--- config.mk ---
export PLATFORM = sky130hd
export DESIGN_NAME = axi_lite_arb2
export DESIGN_NICKNAME = d
export VERILOG_FILES = /design/src/rtl/axi_lite_arb2.sv
export SDC_FILE = /design/constraint.sdc
export NUM_CORES = 1
export LEC_CHECK = 0
export CAP_MARGIN = 20
export CORE_AREA = 3 3 173 175
export DETAILED_ROUTE_END_ITERATION = 8
export DIE_AREA = 0 0 176 178
export SLEW_MARGIN = 20
export SYNTH_ARGS = -nofsm -noshare
export SYNTH_HDL_FRONTEND = slang
export SYNTH_SLANG_ARGS = --single-unit
--- constraint.sdc ---
create_clock -name clk -period 3.72 [get_ports clk]
set_input_delay 0.744 -clock clk [delete_from_list [all_inputs] [get_ports clk]]
set_output_delay 0.744 -clock clk [all_outputs]
set_load 0.005 [all_outputs]
--- src/rtl/axi_lite_arb2.sv ---
// Two-master to one-slave AXI-Lite arbiter: round-robin grant, one transaction
// in flight, SLVERR response when the slave fails to answer within TIMEOUT cycles.
module axi_lite_arb2 #(
  parameter int unsigned ADDR_WIDTH = 32,
  parameter int unsigned DATA_WIDTH = 32,
  parameter int unsigned TIMEOUT    = 1024
) (
  input  logic                      clk,
  input  logic                      rst,
  input  logic [ADDR_WIDTH-1:0]     m0_awaddr,
  input  logic                      m0_awvalid,
  output logic                      m0_awready,
  input  logic [DATA_WIDTH-1:0]     m0_wdata,
  input  logic [DATA_WIDTH/8-1:0]   m0_wstrb,
  input  logic                      m0_wvalid,
  output logic                      m0_wready,
  output logic [1:0]                m0_bresp,
  output logic                      m0_bvalid,
  input  logic                      m0_bready,
  input  logic [ADDR_WIDTH-1:0]     m0_araddr,
  input  logic                      m0_arvalid,
  output logic                      m0_arready,
  output logic [DATA_WIDTH-1:0]     m0_rdata,
  output logic [1:0]                m0_rresp,
  output logic                      m0_rvalid,
  input  logic                      m0_rready,
  input  logic [ADDR_WIDTH-1:0]     m1_awaddr,
  input  logic                      m1_awvalid,
  output logic                      m1_awready,
  input  logic [DATA_WIDTH-1:0]     m1_wdata,
  input  logic [DATA_WIDTH/8-1:0]   m1_wstrb,
  input  logic                      m1_wvalid,
  output logic                      m1_wready,
  output logic [1:0]                m1_bresp,
  output logic                      m1_bvalid,
  input  logic                      m1_bready,
  input  logic [ADDR_WIDTH-1:0]     m1_araddr,
  input  logic                      m1_arvalid,
  output logic                      m1_arready,
  output logic [DATA_WIDTH-1:0]     m1_rdata,
  output logic [1:0]                m1_rresp,
  output logic                      m1_rvalid,
  input  logic                      m1_rready,
  output logic [ADDR_WIDTH-1:0]     s_awaddr,
  output logic                      s_awvalid,
  input  logic                      s_awready,
  output logic [DATA_WIDTH-1:0]     s_wdata,
  output logic [DATA_WIDTH/8-1:0]   s_wstrb,
  output logic                      s_wvalid,
  input  logic                      s_wready,
  input  logic [1:0]                s_bresp,
  input  logic                      s_bvalid,
  output logic                      s_bready,
  output logic [ADDR_WIDTH-1:0]     s_araddr,
  output logic                      s_arvalid,
  input  logic                      s_arready,
  input  logic [DATA_WIDTH-1:0]     s_rdata,
  input  logic [1:0]                s_rresp,
  input  logic                      s_rvalid,
  output logic                      s_rready,
  output logic [1:0]                grant_o,
  output logic                      timeout_o
);

  localparam int unsigned STRB_WIDTH = DATA_WIDTH / 8;
  localparam int unsigned CNT_WIDTH  = $clog2(TIMEOUT);
  localparam logic [1:0]  RESP_SLVERR = 2'b10;

  typedef enum logic [2:0] {IDLE, W_ADDR, W_RESP, R_ADDR, R_DATA, ERR} state_t;

  state_t               state_q, state_d;
  logic [1:0]           grant_q, grant_d;
  logic                 last_q, last_d;
  logic [CNT_WIDTH-1:0] cnt_q, cnt_d, cnt_inc;
  logic                 aw_done_q, aw_done_d, w_done_q, w_done_d;
  logic                 wr_q, wr_d;
  logic                 timeout_q, timeout_d;
  logic                 expired;

  logic [1:0] req_w, req_r, req;
  logic       pick, sel;

  // Signals of the currently granted master
  logic [ADDR_WIDTH-1:0] g_awaddr, g_araddr;
  logic [DATA_WIDTH-1:0] g_wdata, g_rdata;
  logic [STRB_WIDTH-1:0] g_wstrb;
  logic                  g_awvalid, g_wvalid, g_bready, g_arvalid, g_rready;
  logic                  g_awready, g_wready, g_bvalid, g_arready, g_rvalid;
  logic [1:0]            g_bresp, g_rresp;

  assign req_w = {m1_awvalid & m1_wvalid, m0_awvalid & m0_wvalid};
  assign req_r = {m1_arvalid, m0_arvalid};
  assign req   = req_w | req_r;
  assign pick  = (req == 2'b11) ? ~last_q : req[1];
  assign sel   = grant_q[1];

  assign g_awaddr  = sel ? m1_awaddr  : m0_awaddr;
  assign g_awvalid = sel ? m1_awvalid : m0_awvalid;
  assign g_wdata   = sel ? m1_wdata   : m0_wdata;
  assign g_wstrb   = sel ? m1_wstrb   : m0_wstrb;
  assign g_wvalid  = sel ? m1_wvalid  : m0_wvalid;
  assign g_bready  = sel ? m1_bready  : m0_bready;
  assign g_araddr  = sel ? m1_araddr  : m0_araddr;
  assign g_arvalid = sel ? m1_arvalid : m0_arvalid;
  assign g_rready  = sel ? m1_rready  : m0_rready;

  assign expired = (cnt_q == CNT_WIDTH'(TIMEOUT - 1));
  assign cnt_inc = expired ? cnt_q : cnt_q + CNT_WIDTH'(1);

  always_ff @(posedge clk or posedge rst) begin
    if (rst) begin
      state_q   <= IDLE;
      grant_q   <= 2'b00;
      last_q    <= 1'b1;
      cnt_q     <= '0;
      aw_done_q <= 1'b0;
      w_done_q  <= 1'b0;
      wr_q      <= 1'b0;
      timeout_q <= 1'b0;
    end else begin
      state_q   <= state_d;
      grant_q   <= grant_d;
      last_q    <= last_d;
      cnt_q     <= cnt_d;
      aw_done_q <= aw_done_d;
      w_done_q  <= w_done_d;
      wr_q      <= wr_d;
      timeout_q <= timeout_d;
    end
  end

  always_comb begin
    state_d   = state_q;
    grant_d   = grant_q;
    last_d    = last_q;
    cnt_d     = cnt_q;
    aw_done_d = aw_done_q;
    w_done_d  = w_done_q;
    wr_d      = wr_q;
    timeout_d = 1'b0;
    s_awaddr  = '0;
    s_awvalid = 1'b0;
    s_wdata   = '0;
    s_wstrb   = '0;
    s_wvalid  = 1'b0;
    s_bready  = 1'b0;
    s_araddr  = '0;
    s_arvalid = 1'b0;
    s_rready  = 1'b0;
    g_awready = 1'b0;
    g_wready  = 1'b0;
    g_bvalid  = 1'b0;
    g_bresp   = 2'b00;
    g_arready = 1'b0;
    g_rvalid  = 1'b0;
    g_rdata   = '0;
    g_rresp   = 2'b00;

    case (state_q)
      IDLE: begin
        cnt_d = '0;
        if (|req) begin
          grant_d = pick ? 2'b10 : 2'b01;
          last_d  = pick;
          wr_d    = req_w[pick];
          state_d = req_w[pick] ? W_ADDR : R_ADDR;
        end
      end
      W_ADDR: begin
        s_awaddr  = g_awaddr;
        s_awvalid = g_awvalid & ~aw_done_q;
        s_wdata   = g_wdata;
        s_wstrb   = g_wstrb;
        s_wvalid  = g_wvalid & ~w_done_q;
        g_awready = s_awready & ~aw_done_q;
        g_wready  = s_wready & ~w_done_q;
        aw_done_d = aw_done_q | (s_awvalid & s_awready);
        w_done_d  = w_done_q | (s_wvalid & s_wready);
        cnt_d     = cnt_inc;
        if (aw_done_d && w_done_d) begin
          state_d = W_RESP;
        end else if (expired) begin
          state_d   = ERR;
          timeout_d = 1'b1;
        end
      end
      W_RESP: begin
        g_bvalid = s_bvalid;
        g_bresp  = s_bresp;
        s_bready = g_bready;
        cnt_d    = cnt_inc;
        if (s_bvalid && g_bready) begin
          state_d = IDLE;
        end else if (expired) begin
          state_d   = ERR;
          timeout_d = 1'b1;
        end
      end
      R_ADDR: begin
        s_araddr  = g_araddr;
        s_arvalid = g_arvalid;
        g_arready = s_arready;
        cnt_d     = cnt_inc;
        if (g_arvalid && s_arready) begin
          state_d = R_DATA;
        end else if (expired) begin
          state_d   = ERR;
          timeout_d = 1'b1;
        end
      end
      R_DATA: begin
        g_rvalid = s_rvalid;
        g_rdata  = s_rdata;
        g_rresp  = s_rresp;
        s_rready = g_rready;
        cnt_d    = cnt_inc;
        if (s_rvalid && g_rready) begin
          state_d = IDLE;
        end else if (expired) begin
          state_d   = ERR;
          timeout_d = 1'b1;
        end
      end
      ERR: begin
        // Swallow any late slave response while the master gets SLVERR
        s_bready = 1'b1;
        s_rready = 1'b1;
        if (wr_q) begin
          g_bvalid = 1'b1;
          g_bresp  = RESP_SLVERR;
          if (g_bready) state_d = IDLE;
        end else begin
          g_rvalid = 1'b1;
          g_rresp  = RESP_SLVERR;
          if (g_rready) state_d = IDLE;
        end
      end
      default: state_d = IDLE;
    endcase

    if (state_d == IDLE && state_q != IDLE) begin
      grant_d   = 2'b00;
      aw_done_d = 1'b0;
      w_done_d  = 1'b0;
    end
  end

  assign m0_awready = grant_q[0] & g_awready;
  assign m0_wready  = grant_q[0] & g_wready;
  assign m0_bvalid  = grant_q[0] & g_bvalid;
  assign m0_bresp   = grant_q[0] ? g_bresp : 2'b00;
  assign m0_arready = grant_q[0] & g_arready;
  assign m0_rvalid  = grant_q[0] & g_rvalid;
  assign m0_rdata   = grant_q[0] ? g_rdata : '0;
  assign m0_rresp   = grant_q[0] ? g_rresp : 2'b00;

  assign m1_awready = grant_q[1] & g_awready;
  assign m1_wready  = grant_q[1] & g_wready;
  assign m1_bvalid  = grant_q[1] & g_bvalid;
  assign m1_bresp   = grant_q[1] ? g_bresp : 2'b00;
  assign m1_arready = grant_q[1] & g_arready;
  assign m1_rvalid  = grant_q[1] & g_rvalid;
  assign m1_rdata   = grant_q[1] ? g_rdata : '0;
  assign m1_rresp   = grant_q[1] ? g_rresp : 2'b00;

  assign grant_o   = grant_q;
  assign timeout_o = timeout_q;

endmodule

* After elaboration in Yosys (flattened, before gate mapping) *
Cells that the tools add are included.

storage, ports and cells
  output and inout port bits = 190
  logic and storage cells = 125
  flip-flop bits (word level) = 20
  input bits = 253

cells by class
  order comparisons = 1
  eq/ne operators = 8
  bitwise logic cells = 24
  muxes and demuxes = 66
  reduce and logical (&&, ||, !) cells = 17
  $add $sub $neg = 1

operators by type and width
  operator                                                         count
  32-bit 2-to-1 mux                                                9
  3-bit 2-to-1 mux                                                 9
  1-bit 2-to-1 mux                                                 25
  2-bit 2-to-1 mux                                                 11
  10-bit one-hot mux with 2 select lines                           1
  1-bit AND                                                        18
  3-bit one-hot mux with 6 select lines                            1
  10-bit by 1-bit adder with 10-bit output, second input constant  1
  10-bit == test, second input constant                            1
  10-bit 2-to-1 mux                                                1
  4-bit 2-to-1 mux                                                 2
  1-bit one-hot mux with 2 select lines                            4
  2-bit one-hot mux with 2 select lines                            2
  2-bit nonzero test                                               4
  3-bit by 2-bit == test with 1-bit output, second input constant  2
  3-bit == test, second input constant                             2
  3-bit logical NOT                                                2
  2-bit AND reduction                                              3
  1-bit logical AND                                                5
  1-bit one-hot mux with 4 select lines                            1
  4-bit OR reduction                                               1
  3-bit by 1-bit == test with 1-bit output, second input constant  1
  1-bit NOT                                                        3
  3-bit nonzero test                                               1
  other kinds (6)                                                  7

* Depth between registers and ports, before layout *
Gate-level depths: netlist of the first run.

  word-level depth = 13
  depth in mapped cells = 7
  mapped depth without buffers = 6

* Worst setup path before layout of the first run *
OpenSTA, ideal clock, no wires.

  path kind = register -> output
  start point = register state_q[1]
  end point = output s_wdata[21]
  slack = 1.423 ns
  buffers on the path = 4
  arrival = 1.553 ns
  cell stages (with the launch flop) = 7
  path through = dfrtp_1 > buf_6 > or3b_1 > buf_6 > clkbuf_1 > clkbuf_1 > nor2_1

between the ends
  word-level cells in the longest chain between the ends = 2

ends and longest elaborated chain
  item                                      line  RTL
  start, declared                           71    state_t state_q, state_d;
  start signal, assigned                    121   state_q <= state_d;
  3-bit by 1-bit == test with 1-bit output  159   case (state_q)
  32-bit 2-to-1 mux                         159
  end, declared                             47    output logic [DATA_WIDTH-1:0] s_wdata,

No other way between the ends.

* Worst setup path after layout of the first run *
  start point = register state_q[2]
  end point = output s_wdata[24]

The elaborated chain is that of the path after synthesis.

==> out/metrics.cfg, run 1 <==
[final_layout]
fin_area_sq_um=8420
area_growth_pct=143
fillCellCount=3042
fin_nets=1150
finalNonFillerCells=1279
diodes=0
layout-drive-gt1-share_pct=3.46

[clock_network]
clk_latency_ns=0.26
cts_buffers=3
path_clk_slew_ns=0.06
cts_root_buf=clkbuf_16
h-tree-depth=1
cts_num_sinks=20
cts_tree=built
cts_resized=0
clockBufferDepth=2
cts_setup_buffers=0
postCtsHoldBufs=0

[pwr]
leakagePower_nw=3.12
power_density_nw_per_um2=430
combPwrFrac_pct=80.3
irDropWorstVdd_v=0.000270
switching_share_pct=43.0
seqPwrFrac_pct=11.3
clockPowerShare_pct=8.4
internal-power_mw=2.06
p_sw_mw=1.56

[global_routing]
grt_pass1_wl_microns=31300
antenna_found_initial=0
grt_use_total_pct=12.9
grt_overflow_total=0
grt_pass1_vias=5121
grt_max_degree=57

[setup_path]
crit_type=reg -> out
slowest_delay_ns=0.77
crit_required_ns=2.98
critPathArrivalTime_ns=2.75
setup.worst_path.start_class=flop
crit_chain=or3b_2 -> buf_4 -> nor2_1 -> clkdlybuf4s50_1
cp_num_buf_inv=2
end_kind=primary output
slowest_stage=or3b_2
path_delay_family=simple AND/OR/NAND/NOR gates
crit_fanout=56

[detailed_routing]
wl_per_cell_microns=17.1
ant_nets=0
first_pass_iters=4
drt_iter0_drc=153
vias=5119
drt-total-wl_microns=21900
drc=0
routed_via_density=4.00

[die]
num_io_pins=443
die_y_microns=178
dieArea_sq_um=31300
coreArea_sq_um=28600
rows=62
die_w_microns=176
start_util_pct=12.1

[synth]
synthMuxAreaShare_pct=31.7
synthAdderAreaFrac_pct=0.362
yosysTopAreaCell=mux2i_1
synth_top_family_by_area=simple AND/OR/NAND/NOR gates
synthFlopType=dfrtp_1
synth_seq_cells=20
synth_seq_area_share_pct=14.5
ys_warn_count=0
synth-simple-area-share_pct=35.6
synthTopCellsByCount=nor2_1, mux2i_1, and2_1
avgSynthCellArea_sq_um=7.30
synth_area_sq_um=3460
yosysMostFrequentCell=nor2_1
synth.area.top_cells=mux2i_1, dfrtp_1, and2_1
synth_xor_area_share_pct=1.27
ys_types=54
synthCells=474
synth_compound_area_share_pct=11.1
synth.top_cell.area_share_pct=30.1
synth_edf_count=0
async_flop_share_pct=100
syn_nets=728

[sta]
setup_viol=0
slew-limit-headroom_pct=43.9
whs_ns=0.532
fin_crit_sh_pct=93.8
timing.setup.tns_ns=0
drv_slew=0
tightestPinTransition_ns=0.840
fmax_mhz=286
rsz0062_at_grt=no
hold_viol_final=0
finalClockSkew_ns=0.00272
period_minus_slack_ns=3.49
finalWorstSetupSlack_ns=0.229

[place]
place_ws_ns=0.497
placement.io_buffers=442
place_area_sq_um=8320
dpl.hpwl_microns=19000
dp_cells=1275
gp_congestion=0.875

[worst_hold_path]
holdCritPathClass=reg -> reg

[run]
maxCapViolations=0

[status]
outcome=completed

[stage by stage]
step / util, % / total power [mW]
floorplan: - / 1.75
global placement: 29.0 / 3.33
detailed placement: 29.0 / 3.35
CTS: 29.4 / 3.67
global route: 29.4 / 3.87
finish: 29.4 / 3.62
[sequential cells by signal (all words and copies together) (netlist names)]
register	cells
timeout_o	1
grant_o	2
wr_q	1
last_q	1
cnt_q	10
w_done_q	1
state_q	3
aw_done_q	1
[logic make-up after synthesis]
logic type | count (synthesis)
compound gates | 53
simple gates | 244
xor+xnor | 5
mux | 108
flops | 20
buf+inv | 43
fa+ha+maj | 1
[worst reg2reg max path, cell delays in order, from the launching register on]
cell       delay (ns)
dfrtp_1          0.65
or3b_2           0.55
a211o_1          0.26
nand4_2          0.14
a2111oi_4        0.51
a21oi_1          0.14
[area by class of cell]
| cell class | count | area (sq um) | area share (%) |
|---|---|---|---|
| tap | 384 | 480 | 5.71 |
| clock buffer | 3 | 75.1 | 0.892 |
| inverter | 7 | 26.3 | 0.312 |
| timing repair buffer | 453 | 4530 | 53.8 |
| multi-input combinational | 411 | 2770 | 32.9 |
| sequential | 20 | 505 | 6.00 |
| clock inverter | 1 | 30.0 | 0.357 |
[power groups by stage]
stage	sequential (mW)	clock (mW)	combinational, mW
global placement	0.406	0	2.92
floorplan	0.346	0	1.40
detailed placement	0.412	0	2.94
CTS	0.408	0.309	2.95
finish	0.410	0.304	2.90
global route	0.419	0.321	3.13
[per-layer routing]
metal | vias up | global-route usage, % | share of wire, %
met5 | - | 0 | 0
met4 | 0 | 2.31 | 1.9
met3 | 15 | 3.64 | 9.5
met2 | 308 | 25.1 | 51
met1 | 2325 | 13.9 | 37
li1 | 2471 | - | -
[path summary, 6_finish.rpt]
path                                 startpoint                     end  slack, ns  cells after the start
hold reg to reg              last_q$_DFFE_PP1P_      last_q$_DFFE_PP1P_       0.53                      1
max in group asynchronous                   rst  grant_o[1]$_DFFE_PP0P_       2.15                      2
min in group asynchronous                   rst    cnt_q[7]$_DFFE_PP0P_       0.96                      2
setup / recovery           state_q[2]$_DFF_PP0_             s_wdata[24]       0.23                      4
setup reg to reg           state_q[2]$_DFF_PP0_  grant_o[1]$_DFFE_PP0P_       1.32                      5
hold / removal               last_q$_DFFE_PP1P_      last_q$_DFFE_PP1P_       0.53                      1
[cells in the final DEF (no fill, tap or decap), types with 3 or more instances in the layout]
| master | Yosys | routed |
|---|---|---|
| a31oi_1 | 4 | 4 |
| mux2_2 | 3 | 3 |
| inv_1 | 7 | 7 |
| nand2b_1 | 3 | 3 |
| clkbuf_16 | 0 | 3 |
| nand2_1 | 13 | 13 |
| a211oi_1 | 4 | 4 |
| nor3_1 | 3 | 3 |
| a21oi_1 | 12 | 12 |
| xnor2_1 | 3 | 3 |
| nor2_1 | 116 | 116 |
| mux2i_1 | 104 | 104 |
| clkdlybuf4s50_1 | 0 | 442 |
| and3_1 | 11 | 11 |
| or3_1 | 3 | 3 |
| buf_4 | 1 | 9 |
| o21ai_0 | 9 | 9 |
| dfrtp_1 | 19 | 18 |
| nor2b_1 | 6 | 6 |
| a21o_1 | 4 | 4 |
| nand3_1 | 5 | 5 |
| and2_1 | 70 | 70 |
No activity file was read; power rests on OpenSTA's default activity.
==> run 2, diff against run 1 <==
--- a/config.mk
+++ b/config.mk
@@ -5,10 +5,11 @@
 export SDC_FILE = /design/constraint.sdc
 export NUM_CORES = 1
 export LEC_CHECK = 0
+export ABC_AREA = 1
 export CAP_MARGIN = 20
-export CORE_AREA = 3 3 173 175
+export CORE_AREA = 3 3 172 174
 export DETAILED_ROUTE_END_ITERATION = 8
-export DIE_AREA = 0 0 176 178
+export DIE_AREA = 0 0 175 177
 export SLEW_MARGIN = 20
 export SYNTH_ARGS = -nofsm -noshare
 export SYNTH_HDL_FRONTEND = slang
==> out/metrics.cfg, run 2 <==
[status]
outcome=completed

[final_layout]
final_common_cell=clkdlybuf4s50_1
diodes=0
regMostFlops=cnt_q
layout_common_cells=clkdlybuf4s50_1, nand2_1, inv_1
fin_nets=1399
layout-drive-gt1-share_pct=3.23
largest_reg_flops=10
area_growth_pct=139

[setup_path]
setup.worst_path.start_class=flop
critPathArrivalTime_ns=2.40
crit_fanout=25
crit_type=reg -> out
slowest_delay_ns=0.58
slowest_stage=clkdlybuf4s50_1
cp_num_buf_inv=3
end_kind=primary output
r2r_cells=11
cp.depth=5
path_delay_family=buffers and inverters
crit_required_ns=2.98
crit_chain=inv_2 -> nand3_2 -> buf_4 -> nor3_1 -> clkdlybuf4s50_1

[clock_network]
cts_setup_buffers=0
cts_num_sinks=20
cts_tree=built
clockBufferDepth=2
cts_buffers=3
clk_latency_ns=0.25
path_clk_slew_ns=0.06
cts_resized=0
cts_root_buf=clkbuf_16
postCtsHoldBufs=0
h-tree-depth=1

[pwr]
leakagePower_nw=3.72
power_density_nw_per_um2=398
irDropWorstVdd_v=0.000318
power.total_mw=3.38

[synth]
ys_types=30
synthCells=737
synth_seq_cells=20
synth.area.top_cells=nand2_1, dfrtp_1, a21oi_1
synth.top_cell.area_share_pct=35.0
synthFlopType=dfrtp_1
synth_edf_count=0
yosysTopAreaCell=nand2_1
synth_area_sq_um=3550
synthTopCellsByCount=nand2_1, inv_1, a21oi_1
async_flop_share_pct=100
ys_warn_count=0
avgSynthCellArea_sq_um=4.82
syn_nets=991
synth_seq_area_share_pct=14.1
yosysMostFrequentCell=nand2_1

[sta]
rsz0062_at_grt=no
hold_viol_final=0
fmax_mhz=318
tightestPinTransition_ns=0.774
timing.setup.tns_ns=0
fin_crit_sh_pct=84.5
drv_slew=0
setup_viol=0
period_minus_slack_ns=3.14
slew-limit-headroom_pct=48.3
finalClockSkew_ns=0.00479

[global_routing]
grt_use_total_pct=12.9
grt_overflow_total=0
antenna_found_initial=0
grt_pass1_wl_microns=32900
grt_max_degree=79
grt_pass1_vias=6109

[detailed_routing]
drt-total-wl_microns=22000
ant_nets=0
vias=6106
wl_per_cell_microns=14.4
routed_via_density=4.01
drt_iter0_drc=301
drc=0
first_pass_iters=5

[die]
start_util_pct=12.7
num_io_pins=443
die_w_microns=175
die_y_microns=177
rows=61
dieArea_sq_um=31000
coreArea_sq_um=27900

[place]
gp_congestion=0.789
placement.io_buffers=442
dpl.hpwl_microns=17800

[worst_hold_path]
holdCritPathClass=reg -> reg
timing.hold.worst_path_depth=2

[run]
maxCapViolations=0

==> run 2: cell type report <==
class | count | area, sq um
Sequential cell | 20 | 505
Fill cell | 3093 | 19400
Tap cell | 378 | 473
Inverter | 101 | 382
Clock buffer | 3 | 75.1
Timing Repair Buffer | 452 | 4550
Multi-Input combinational cell | 567 | 2470
Clock inverter | 1 | 30.0
==> run 2: cell families (layout without fill, tap and decap cells) <==
logic type / Yosys count / count (layout) / share of synthesized area [%]
buf+inv: 150 / 557 / 16.4
simple gates: 465 / 465 / 54.2
xor+xnor: 2 / 2 / 0.493
flops: 20 / 20 / 14.1
fa+ha+maj: 1 / 1 / 0.352
compound gates: 99 / 99 / 14.4
==> run 2: worst paths after layout <==
check                                  startpoint                      to  slack [ns]
hold / removal                 last_q$_DFFE_PP1P_      last_q$_DFFE_PP1P_        0.46
hold reg to reg                last_q$_DFFE_PP1P_      last_q$_DFFE_PP1P_        0.46
min in group asynchronous                     rst    w_done_q$_DFFE_PP0P_        0.94
setup / recovery             state_q[1]$_DFF_PP0_            m1_rdata[11]        0.58
setup reg to reg           grant_o[1]$_DFFE_PP0P_  grant_o[0]$_DFFE_PP0P_        1.46
max in group asynchronous                     rst  grant_o[1]$_DFFE_PP0P_        2.22
==> run 2: where the power goes <==
part	total, mW	leakage [nW]	internal (mW)	switching (mW)
clock	0.297	0.0511	0.214	0.0835
sequential	0.386	0.262	0.285	0.101
combinational	2.70	3.40	1.25	1.45
total	3.38	3.72	1.75	1.63
==> run 2: layer usage <==
metal	part of all wire, %	up-vias	global-route usage [%]
met3	8.3	22	3.17
met1	40	2705	15.9
met5	0	-	0
met4	1.3	0	2.23
li1	-	3094	-
met2	50	285	23.2
==> run 2: metrics by stage <==
step	hold slack, ns	area (sq um)	std cells	util, %	worst slack [ns]
global placement	0.454	8380	1518	30.0	0.684
global route	0.481	8490	1522	30.4	0.429
floorplan	0.444	3550	737	-	1.69
detailed placement	0.456	8380	1518	30.0	0.631
CTS	0.464	8490	1522	30.4	0.530
finish	0.462	8490	1522	30.4	0.576
==> run 2: tightest hold or removal path, stage by stage (launching register included) <==
cell and delay (ns):
dfstp_2 0.37, nand2_1 0.05, nand2_1 0.04
==> run 3, diff against run 2 <==
--- a/config.mk
+++ b/config.mk
@@ -7,9 +7,9 @@
 export LEC_CHECK = 0
 export ABC_AREA = 1
 export CAP_MARGIN = 20
-export CORE_AREA = 3 3 172 174
+export CORE_AREA = 3 3 173 175
 export DETAILED_ROUTE_END_ITERATION = 8
-export DIE_AREA = 0 0 175 177
+export DIE_AREA = 0 0 176 178
 export SLEW_MARGIN = 20
 export SYNTH_ARGS = -nofsm -noshare
 export SYNTH_HDL_FRONTEND = slang
==> constraint.sdc (replaced) <==
create_clock -name clk -period 2.9 [get_ports clk]
set_input_delay 0.58 -clock clk [delete_from_list [all_inputs] [get_ports clk]]
set_output_delay 0.58 -clock clk [all_outputs]
set_load 0.005 [all_outputs]
==> out/metrics.cfg, run 3 (synthesis gave the netlist of run 2 again) <==
[status]
outcome=completed

[detailed_routing]
first_pass_iters=7
drt_iter0_drc=242
ant_nets=0
drt-total-wl_microns=21900
wl_per_cell_microns=14.2
drc=0
vias=6146
routed_via_density=3.99

[final_layout]
area_growth_pct=143
final_common_cell=clkdlybuf4s50_1
diodes=0
fin_nets=1410
post-route-util_pct=30.2
regMostFlops=cnt_q
layout-drive-gt1-share_pct=4.24
largest_reg_flops=10
fillCellCount=3061
layout_common_cells=clkdlybuf4s50_1, nand2_1, inv_1

[clock_network]
clockBufferDepth=2
cts_buffers=3
cts_tree=built
clk_latency_ns=0.25
cts_num_sinks=20
cts_root_buf=clkbuf_16
cts_setup_buffers=0
h-tree-depth=1
path_clk_slew_ns=0.06

[global_routing]
grt_max_degree=69
grt_use_total_pct=12.5
antenna_found_initial=0
grt_pass1_vias=5816
grt_pass1_wl_microns=31800
grt_overflow_total=0

[die]
die_w_microns=176
die_y_microns=178
coreArea_sq_um=28600
start_util_pct=12.4
num_io_pins=443
dieArea_sq_um=31300
rows=62

[pwr]
irDropWorstVdd_v=0.000306
leakagePower_nw=3.80
power_density_nw_per_um2=519

[worst_hold_path]
holdCritPathClass=reg -> reg
timing.hold.worst_path_depth=2

[sta]
whs_ns=0.462
finalClockSkew_ns=0.00242
tightestPinTransition_ns=0.495
period_minus_slack_ns=2.82
finalWorstSetupSlack_ns=0.0808
drv_slew=0
fmax_mhz=355
rsz0062_at_grt=yes
setup_viol=0
hold_viol_final=0
fin_crit_sh_pct=97.2
slew-limit-headroom_pct=66.6

[place]
place_ws_ns=0.151
dpl.hpwl_microns=18100
gp_congestion=0.809
placement.io_buffers=442

[setup_path]
crit_type=reg -> out
crit_fanout=22
r2r_cells=11
crit_required_ns=2.32
critPathArrivalTime_ns=2.24
setup.worst_path.start_class=flop
end_kind=primary output

[run]
maxCapViolations=0

-- run 3: cell count changes in the layout (fill, tap and decap cells not counted), sizes merged --
| cell | change |
|---|---|
| bufinv | -1 |
| clkdlybuf4s50 | -1 |
| buf | +11 |
| dlymetal6s2s | +1 |
| clkbuf | +1 |
-- run 3: stage by stage --
step / TNS, ns / area, sq um / std cells / total power, mW
6_report: 0 / 8630 / 1539 / 4.48
5_1_grt: -0.0640 / 8630 / 1539 / 4.90
3_3_place_gp: 0 / 8530 / 1535 / 4.17
2_1_floorplan: 0 / 3550 / 737 / 2.14
4_1_cts: 0 / 8620 / 1539 / 4.52
3_5_place_dp: 0 / 8530 / 1535 / 4.18
-- run 3: final timing paths --
path / startpoint / to / slack, ns
worst max-delay path: state_q[2]$_DFF_PP0_ / s_awaddr[30] / 0.08
worst min-delay path: last_q$_DFFE_PP1P_ / last_q$_DFFE_PP1P_ / 0.46
worst max register to register: grant_o[1]$_DFFE_PP0P_ / grant_o[0]$_DFFE_PP0P_ / 0.77
worst min register to register: last_q$_DFFE_PP1P_ / last_q$_DFFE_PP1P_ / 0.46
max in group asynchronous: rst / cnt_q[3]$_DFFE_PP0P_ / 1.84
min in group asynchronous: rst / aw_done_q$_DFFE_PP0P_ / 0.58
-- run 3: routing by layer --
layer | vias up | track usage [%] | routed length, microns
met5 | - | 0 | 0
met4 | 0 | 1.98 | 295
met3 | 19 | 2.51 | 1670
met2 | 273 | 21.4 | 10400
met1 | 2735 | 16.5 | 9530
li1 | 3119 | - | -
-- run 3: final cells by class --
cell class	count	area, sq um	area share (%)
Tap cell	384	480	5.57
Clock buffer	4	88.8	1.03
Timing Repair Buffer	463	4690	54.4
Inverter	101	382	4.42
Sequential cell	20	505	5.86
Multi-Input combinational cell	567	2480	28.8
-- run 3: what timing repair did --
item                       CTS  global route
hold buffers                 0             0
pin swaps                    0             1
setup endpoints to repair    1             6
resized for setup            1             3
-- run 3: where the power goes --
group	leakage (nW)	switching, mW	internal, mW
Sequential	0.262	0.0812	0.366
Clock	0.0442	0.104	0.210
Combinational	3.49	1.97	1.75
-- run 3: worst max-delay path, stage by stage (launching register included) --
cell             delay (ns)
dfrtp_1                0.44
inv_2                  0.15
nand3_4                0.31
buf_4                  0.30
a21oi_1                0.21
clkdlybuf4s50_1        0.55
